==> config.mk <==
export PLATFORM = sky130hd
export DESIGN_NAME = bullet_fire_scheduler
export DESIGN_NICKNAME = d
export VERILOG_FILES = /design/src/rtl/bullet_pkg.sv /design/src/rtl/bullet_slot_picker.sv /design/src/rtl/bullet_fire_scheduler.sv
export SDC_FILE = /design/constraint.sdc
export NUM_CORES = 1
export LEC_CHECK = 0
export ABC_CLOCK_PERIOD_IN_PS = 2200
export BUFFER_PORTS_ARGS = -buffer_cell sky130_fd_sc_hd__buf_2
export CORE_ASPECT_RATIO = 0.9
export CORE_MARGIN = 5
export CORE_UTILIZATION = 40
export DETAILED_ROUTE_END_ITERATION = 12
export PLACE_DENSITY_LB_ADDON = 0.1
export SLEW_MARGIN = 20
export SYNTH_ARGS = -nofsm -noshare
export SYNTH_HDL_FRONTEND = slang
export SYNTH_HIERARCHICAL = 1
export SYNTH_SLANG_ARGS = --single-unit
==> constraint.sdc <==
create_clock -name clk_60hz -period 2.2 [get_ports clk_60hz]
set_input_delay 0.22 -clock clk_60hz [delete_from_list [all_inputs] [get_ports clk_60hz]]
set_output_delay 0.22 -clock clk_60hz [all_outputs]
set_load 0.05 [all_outputs]
==> src/rtl/bullet_pkg.sv <==
`timescale 1ns/1ps
`default_nettype none
//==============================================================================
// Package  : bullet_pkg
// Brief    : Shared constants, FSM encoding and requester IDs for bullet firing.
// Revision : 1.0  initial release
//==============================================================================
package bullet_pkg;

   localparam logic       DIR_UP   = 1'b1;
   localparam logic       DIR_DOWN = 1'b0;
   localparam logic [9:0] SPAWN_Y  = 10'd240;
   localparam logic [9:0] SCREEN_H = 10'd480;

   typedef enum logic [1:0] {
      IDLE    = 2'd0,
      ISSUE   = 2'd1,
      CONFIRM = 2'd2
   } fire_state_t;

   typedef enum logic {
      REQ_PLAYER = 1'b0,
      REQ_ENEMY  = 1'b1
   } req_id_t;

   function automatic logic req_dir(input req_id_t id);
      return (id == REQ_PLAYER) ? DIR_UP : DIR_DOWN;
   endfunction

endpackage
`default_nettype wire

==> src/rtl/bullet_slot_picker.sv <==
`timescale 1ns/1ps
`default_nettype none
//==============================================================================
// Module   : bullet_slot_picker
// Brief    : Priority encoder returning the lowest-index free bullet slot.
// Revision : 1.0  initial release
//==============================================================================
module bullet_slot_picker #(
   parameter int NUM_SLOTS = 4,
   parameter int SEL_W     = $clog2(NUM_SLOTS)
) (
   input  logic [NUM_SLOTS-1:0] slot_in_use,
   output logic [SEL_W-1:0]     sel,
   output logic                 any_free
);

   logic [NUM_SLOTS-1:0] w_free;

   assign w_free   = ~slot_in_use;
   assign any_free = |w_free;

   // Scan downwards so the lowest free index is the last one written.
   always_comb begin
      sel = '0;
      for (int i = NUM_SLOTS - 1; i >= 0; i--) begin
         if (w_free[i]) begin
            sel = SEL_W'(i);
         end
      end
   end

endmodule
`default_nettype wire

==> src/rtl/bullet_fire_scheduler.sv <==
`timescale 1ns/1ps
`default_nettype none
//==============================================================================
// Module   : bullet_fire_scheduler
// Brief    : Arbitrates player/enemy fire requests onto a shared bullet pool.
// Revision : 1.0  initial release
//==============================================================================
module bullet_fire_scheduler
   import bullet_pkg::*;
#(
   parameter int NUM_SLOTS       = 4,
   parameter int COOLDOWN_FRAMES = 8,
   parameter int CONFIRM_FRAMES  = 2
) (
   input  logic                 clk_60hz,
   input  logic                 reset,
   input  logic                 fire_player,
   input  logic                 fire_enemy,
   input  logic [9:0]           ship_x,
   input  logic [9:0]           enemy_x,
   input  logic [NUM_SLOTS-1:0] slot_in_use,
   output logic [NUM_SLOTS-1:0] start_bullet,
   output logic                 direction,
   output logic [9:0]           spawn_x,
   output logic                 grant_player,
   output logic                 grant_enemy,
   output logic                 spawn_fail,
   output logic [7:0]           shots_fired
);

   localparam int         SEL_W          = $clog2(NUM_SLOTS);
   localparam logic [7:0] C_COOLDOWN     = 8'(COOLDOWN_FRAMES);
   localparam logic [7:0] C_CONFIRM_LAST = 8'(CONFIRM_FRAMES - 1);

   fire_state_t          r_state;
   req_id_t              r_winner;
   req_id_t              r_rr_last;
   logic [SEL_W-1:0]     r_sel;
   logic [7:0]           r_wait;
   logic [7:0]           r_cool_player;
   logic [7:0]           r_cool_enemy;
   logic [NUM_SLOTS-1:0] r_start;
   logic                 r_direction;
   logic [9:0]           r_spawn_x;
   logic                 r_grant_player;
   logic                 r_grant_enemy;
   logic                 r_spawn_fail;
   logic [7:0]           r_shots;

   logic [SEL_W-1:0]     w_sel;
   logic                 w_any_free;
   logic                 w_player_ok;
   logic                 w_enemy_ok;
   req_id_t              w_winner;
   logic [NUM_SLOTS-1:0] w_onehot;

   bullet_slot_picker #(
      .NUM_SLOTS (NUM_SLOTS),
      .SEL_W     (SEL_W)
   ) u_picker (
      .slot_in_use (slot_in_use),
      .sel         (w_sel),
      .any_free    (w_any_free)
   );

   // A requester is ready on the frame its cooldown expires, so a held request
   // re-fires COOLDOWN_FRAMES+2 frames after its previous grant.
   assign w_player_ok = fire_player && (r_cool_player <= 8'd1);
   assign w_enemy_ok  = fire_enemy  && (r_cool_enemy  <= 8'd1);
   assign w_onehot    = NUM_SLOTS'(1) << w_sel;

   always_comb begin
      w_winner = REQ_PLAYER;
      if (w_player_ok && w_enemy_ok) begin
         w_winner = (r_rr_last == REQ_ENEMY) ? REQ_PLAYER : REQ_ENEMY;
      end else if (w_enemy_ok) begin
         w_winner = REQ_ENEMY;
      end
   end

   always_ff @(posedge clk_60hz) begin
      if (reset) begin
         r_state        <= IDLE;
         r_winner       <= REQ_PLAYER;
         r_rr_last      <= REQ_ENEMY;
         r_sel          <= '0;
         r_wait         <= '0;
         r_cool_player  <= '0;
         r_cool_enemy   <= '0;
         r_start        <= '0;
         r_direction    <= 1'b0;
         r_spawn_x      <= '0;
         r_grant_player <= 1'b0;
         r_grant_enemy  <= 1'b0;
         r_spawn_fail   <= 1'b0;
         r_shots        <= '0;
      end else begin
         r_start        <= '0;
         r_grant_player <= 1'b0;
         r_grant_enemy  <= 1'b0;
         r_spawn_fail   <= 1'b0;
         if (r_cool_player != 8'd0) r_cool_player <= r_cool_player - 8'd1;
         if (r_cool_enemy  != 8'd0) r_cool_enemy  <= r_cool_enemy  - 8'd1;

         case (r_state)
            IDLE: begin
               if ((w_player_ok || w_enemy_ok) && w_any_free) begin
                  r_winner    <= w_winner;
                  r_sel       <= w_sel;
                  r_start     <= w_onehot;
                  r_direction <= req_dir(w_winner);
                  r_spawn_x   <= (w_winner == REQ_PLAYER) ? ship_x : enemy_x;
                  r_state     <= ISSUE;
               end
            end
            ISSUE: begin
               r_wait  <= '0;
               r_state <= CONFIRM;
            end
            CONFIRM: begin
               if (slot_in_use[r_sel]) begin
                  if (r_winner == REQ_PLAYER) begin
                     r_grant_player <= 1'b1;
                     r_cool_player  <= C_COOLDOWN;
                  end else begin
                     r_grant_enemy <= 1'b1;
                     r_cool_enemy  <= C_COOLDOWN;
                  end
                  r_rr_last <= r_winner;
                  r_shots   <= r_shots + 8'd1;
                  r_state   <= IDLE;
               end else if (r_wait == C_CONFIRM_LAST) begin
                  r_spawn_fail <= 1'b1;
                  r_state      <= IDLE;
               end else begin
                  r_wait <= r_wait + 8'd1;
               end
            end
            default: r_state <= IDLE;
         endcase
      end
   end

   // Reset kills an in-flight start pulse in the frame it is raised.
   assign start_bullet = reset ? '0 : r_start;
   assign direction    = r_direction;
   assign spawn_x      = r_spawn_x;
   assign grant_player = r_grant_player;
   assign grant_enemy  = r_grant_enemy;
   assign spawn_fail   = r_spawn_fail;
   assign shots_fired  = r_shots;

endmodule
`default_nettype wire

==> results of run 1 <==
-- per-layer routing --
metal	up-vias	wire, um
met5	-	0
met4	0	74
met3	7	253
met2	34	2689
met1	1019	2858
li1	1163	-
-- cell families after synthesis --
group	Yosys count	synth area share [%]
DFF	56	41.97
adders and majority gates	7	3.279
muxes	1	0.8430
AOI/OAI and AO/OA	46	11.48
and+or+nand+nor	137	28.52
xor gates and xnor gates	24	7.869
buffers and inverters	23	6.042
-- worst max path at each step --
stage,slack [ns],to,startpoint,cells after the start
6_report,0.26,r_start[3],r_cool_enemy[7],4
2_1_floorplan,0.37,spawn_x[0],r_cool_enemy[0],7
3_3_place_gp,0.27,r_start[3],slot_in_use[3],6
4_1_cts,0.27,r_start[3],r_cool_enemy[6],4
5_1_grt,0.13,spawn_x[7],r_cool_enemy[0],7
3_5_place_dp,0.25,r_start[3],slot_in_use[3],6
-- where the power goes --
part | switching (mW) | leakage [nW] | total [mW] | internal (mW)
Clock | 0.330 | 0.0614 | 0.703 | 0.373
Sequential | 0.222 | 0.457 | 1.51 | 1.28
Combinational | 1.33 | 0.733 | 2.12 | 0.786
-- per-stage QoR --
step | cells | cell area (sq um)
floorplan | 294 | 2671
CTS | 437 | 3092
global route | 437 | 3092
finish | 437 | 3092
global placement | 429 | 2970
detailed placement | 429 | 2970
-- cell usage after synthesis (2+ instances only) --
cell type / number
a21oi_1: 9
a311oi_1: 10
and2_1: 2
and3_1: 3
and4_1: 2
buf_2: 2
buf_6: 2
clkbuf_1: 4
clkbuf_8: 5
dfxtp_1: 56
ha_1: 7
inv_1: 8
nand2_1: 11
nand2b_1: 3
nand3_1: 29
nand4_1: 6
nor2_1: 31
nor2b_1: 5
nor3_1: 17
nor3b_1: 3
nor4_1: 5
nor4b_1: 3
o21ai_0: 14
o31ai_1: 4
or2_2: 2
or3_1: 3
or4_1: 3
or4_4: 2
xnor2_1: 13
xor2_1: 11
-- layout make-up --
| type | instances | area [sq um] | area share [%] |
|---|---|---|---|
| inverters | 8 | 30.03 | 0.9713 |
| multi-input cells | 215 | 1389 | 44.92 |
| well taps | 90 | 112.6 | 3.642 |
| clock inverters | 2 | 38.79 | 1.255 |
| repair buffers | 60 | 317.8 | 10.28 |
| flip-flops and latches | 56 | 1121 | 36.26 |
| clock buffers | 6 | 82.58 | 2.671 |
-- flip-flops by register name, summed over array words and instances, names as in the netlist --
register	cells
r_state	2
r_rr_last	1
r_start	4
direction	1
grant_player	1
spawn_fail	1
r_sel	2
spawn_x	10
shots_fired	8
r_winner	1
r_cool_player	8
r_wait	8
r_cool_enemy	8
grant_enemy	1
-- worst register-to-register path: stages, from the launching register on --
cell	delay [ns]
dfxtp_1	0.33
or4_4	0.59
or4_4	0.53
nand2_2	0.23
and4_1	0.22
==> results.toml, run 1 <==
[final_layout]
fillers = 676
layout_commonest_cell = "dfxtp_1"
layout_common_cells = "56 x dfxtp_1, 53 x buf_2, 31 x nor2_1"
nets = 381
area_growth_pct = 15.74
drive_above_1_share_pct = 22.77
fin_util_pct = 47.19
n_antenna_cell = 0

[run]
drv_cap = 0

[global_route]
use_met1_pct = 19.43
grt_pass1_wl_um = 9804
use_met3_pct = 3.284
antenna_found_initial = 0
grt_pass1_vias = 2125
grt_max_degree = 29
grtUsageTotal_pct = 14.53
met2_usage_pct = 23.39
grt_busiest_layer = "met2"
overflow = 0

[power]
power_density_nw_per_um2 = 1400
finalPower_mw = 4.328
ir_drop_v = 0.0007690
p_leak_nw = 1.252

[synth]
syn_area_sq_um = 2671
yosys.area.top_type = "dfxtp_1"
synth_area_per_cell_sq_um = 9.086
synth_nets = 329
netlist_instances = 294
synth-async-reset-ratio_pct = 0
ys.flop_type = "dfxtp_1"
synth_area_leaders = "dfxtp_1 42%, nand3_1 5.4%, nor2_1 4.4%"
synth_edf_count = 0
ys_types = 49
ys_seq_area_share_pct = 41.97
yosys.area.top_type_share_pct = 41.97
synth-seq-cells = 56
yosysWarningCount = 6

[detailed_routing]
drt_iter0_markers = 64
via_count = 2223
antenna_left = 0
via_per_inst = 5.087
dr.pass1.iters = 4
post-route-drc-count = 0
routed_wl_um = 5875
detail_route.wl_per_cell_um = 13.44

[setup_path]
cp_max_fo = 12
regToRegStartpoint = "r_cool_enemy[7]"
critical-path-top-delay-family = "simple AND/OR/NAND/NOR gates"
r2r-end = "r_start[3]"
cp.required_ns = 2.46
path_common_cell = "or4_4"
cp_slowest_cell = "or4_4"
path_cells = "or4_4 -> or4_4 -> nand2_2 -> and4_1"
critPathLaunchType = "register"
critPathKind = "reg2reg"
critPathArrivalTime_ns = 2.20
ff2ff_setup_slack_ns = 0.26
worst_r2r_path_depth = 4
crit_buf_inv = 0
cp-end-kind = "register"
slowest_delay_ns = 0.59

[place]
portBuffers = 53
gp_congestion = 0.7633
pre_cts_ws_ns = 0.2453
dpl.hpwl_um = 4352

[timing]
rsz0062_at_grt = "false"
finalSetupViolations = 0
max_freq_mhz = 515.8
worst_pin_slew_ns = 0.5050
setup_slack_ns = 0.2613
fin_crit_ns = 1.939
fin_crit_sh_pct = 88.12
drv_slew = 0
setup_tns_ns = 0
final-hold-violation-count = 0
skew_ns = 0.01048
slew_headroom_pct = 66.23
worst_hold_slack_ns = 0.1852

[floorplanning]
core_area_sq_um = 6551
die_x_um = 96.14
die_area_sq_um = 8415
die_y_um = 87.53
num_io_pins = 54
row_count = 28
start_util_pct = 40.78

[worst_hold_path]
min_path_type = "in2reg"
holdPathStages = 3
hold_end = "spawn_x[3]"
hp-start = "ship_x[3]"

[cts]
clk_latency_ns = 0.31
path_clk_slew_ns = 0.10
clockBufferDepth = 2
hold_buffers = 0
post_cts_buffers = 0
root_buffer = "clkbuf_8"
htreeDepth = 2
cts_tree = "built"
cts_sinks = 56
cts_resized = 0
numCtsBuffers = 5

[run_status]
outcome = "completed"
Note: power is estimated with default switching activity, not from simulation.
==> run 2: changes to the inputs <==
--- a/config.mk
+++ b/config.mk
@@ -9,7 +9,7 @@
 export BUFFER_PORTS_ARGS = -buffer_cell sky130_fd_sc_hd__buf_2
 export CORE_ASPECT_RATIO = 0.9
 export CORE_MARGIN = 5
-export CORE_UTILIZATION = 40
+export CORE_UTILIZATION = 50
 export DETAILED_ROUTE_END_ITERATION = 12
 export PLACE_DENSITY_LB_ADDON = 0.1
 export SLEW_MARGIN = 20
==> run 2 against run 1 <==
Against the previous run:
- hold slack barely moved
- global-route usage rose by 3.3 points
- critical path depth up 1
- routed wire length up 1.5%
- core utilization increased by 11 points
- largest power group unchanged
==> results.toml, run 2 (synthesis results as in run 1) <==
[run_status]
outcome = "completed"

[setup_path]
critPathLaunchType = "register"
worst_r2r_path_depth = 5
cp-end-kind = "register"
crit_start = "r_cool_enemy[7]"
ff2ff_setup_slack_ns = 0.23
cp_max_fo = 7
regToRegStartpoint = "r_cool_enemy[7]"
critPathKind = "reg2reg"
cp.required_ns = 2.42
r2r-end = "spawn_x[1]"
critPathArrivalTime_ns = 2.18

[final_layout]
final_cell_count_no_fill = 414
area_growth_pct = 14.15
layout_commonest_cell = "dfxtp_1"
register_area_sq_um = 1121
fillers = 470
multiInputGateArea_sq_um = 1389
layout_common_cells = "56 x dfxtp_1, 53 x buf_2, 31 x nor2_1"
nets = 381
n_antenna_cell = 0
drive_above_1_share_pct = 22.48
largest_register_ffs = 10
fin_area_sq_um = 3049

[cts]
cts_tree = "built"
cts_sinks = 56
hold_buffers = 0
numCtsBuffers = 5
root_buffer = "clkbuf_8"
clockBufferDepth = 2
htreeDepth = 2
cts_resized = 0
post_cts_buffers = 0
path_clk_slew_ns = 0.11
clk_latency_ns = 0.31

[global_route]
antenna_found_initial = 0
grt_pass1_vias = 2146
overflow = 0
grt_max_degree = 25
grtUsageTotal_pct = 17.83
grt_pass1_wl_um = 9880

[worst_hold_path]
hold_end = "spawn_x[9]"
hp-start = "enemy_x[9]"
min_path_type = "in2reg"
holdPathStages = 3

[timing]
fin_crit_ns = 1.969
drv_slew = 0
max_freq_mhz = 507.9
fin_crit_sh_pct = 89.50
worst_pin_slew_ns = 0.5312
finalSetupViolations = 0
skew_ns = 0.01570
slew_headroom_pct = 64.48
setup_tns_ns = 0
rsz0062_at_grt = "false"
final-hold-violation-count = 0

[power]
p_sw_share_pct = 44.10
finalPower_mw = 4.316
p_leak_nw = 1.245
ir_drop_v = 0.0009953
p_int_mw = 2.413
share_comb_of_total_power_pct = 49.4
power_density_nw_per_um2 = 1415
sequentialPowerShare_pct = 34.9
p_clk_share_pct = 15.7
switchingPower_mw = 1.903

[detailed_routing]
routed_wl_um = 5965
via_count = 2272
post-route-drc-count = 0
dr.pass1.iters = 4
drt_iter0_markers = 120
antenna_left = 0
detail_route.wl_per_cell_um = 14.41
via_per_inst = 5.488

[floorplanning]
die_area_sq_um = 6906
row_count = 25
die_y_um = 79.34
start_util_pct = 51.14
core_area_sq_um = 5224
die_x_um = 87.05
num_io_pins = 54

[place]
dpl.hpwl_um = 4272
placed_cells = 406
placed_cell_area_sq_um = 2942
portBuffers = 53
gp_congestion = 0.7868

[run]
drv_cap = 0
## run 2: worst max-delay path by stage
stage	end	cells past startpoint
6_report	spawn_x[1]	5
4_1_cts	spawn_x[1]	5
3_5_place_dp	spawn_x[1]	7
3_3_place_gp	r_start[3]	6
5_1_grt	spawn_x[3]	5
2_1_floorplan	spawn_x[0]	7
## run 2: per-stage QoR
| step | util, % | hold slack [ns] | setup WS, ns |
|---|---|---|---|
| global placement | 56.31 | 0.4616 | 0.2826 |
| detailed placement | 56.31 | 0.4791 | 0.2303 |
| global route | 58.37 | 0.1795 | 0.1093 |
| finish | 58.37 | 0.1851 | 0.2311 |
| CTS | 58.37 | 0.1741 | 0.2263 |
| floorplan | - | 0.3913 | 0.3730 |
## run 2: layout make-up
class                      instances  area share (%)
timing repair buffer              60           10.42
clock inverter                     2           1.149
multi-input combinational        215           45.55
clock buffer                       6           2.380
tap                               67           2.749
inverter                           8          0.9848
sequential                        56           36.77
## run 2: power by group through the flow
stage	logic (mW)	clock network [mW]	registers, mW
3_3_place_gp	2.10	0	1.52
2_1_floorplan	1.49	0	1.80
3_5_place_dp	2.13	0	1.52
4_1_cts	2.14	0.699	1.50
6_report	2.13	0.676	1.51
5_1_grt	2.35	0.739	1.54
## run 2: metal layers
metal	vias to the layer above	part of all wire (%)	track usage, %
met5	-	0	0
met4	0	1.3	5.296
met3	9	6.3	4.668
met2	61	45	27.92
met1	1039	48	23.98
li1	1163	-	-
## run 2: worst max-delay path, cell delays in order (launching register included)
cell	delay, ns
dfxtp_1	0.34
or4_4	0.58
nor4_4	0.40
buf_4	0.23
nor3_1	0.06
a311oi_1	0.26
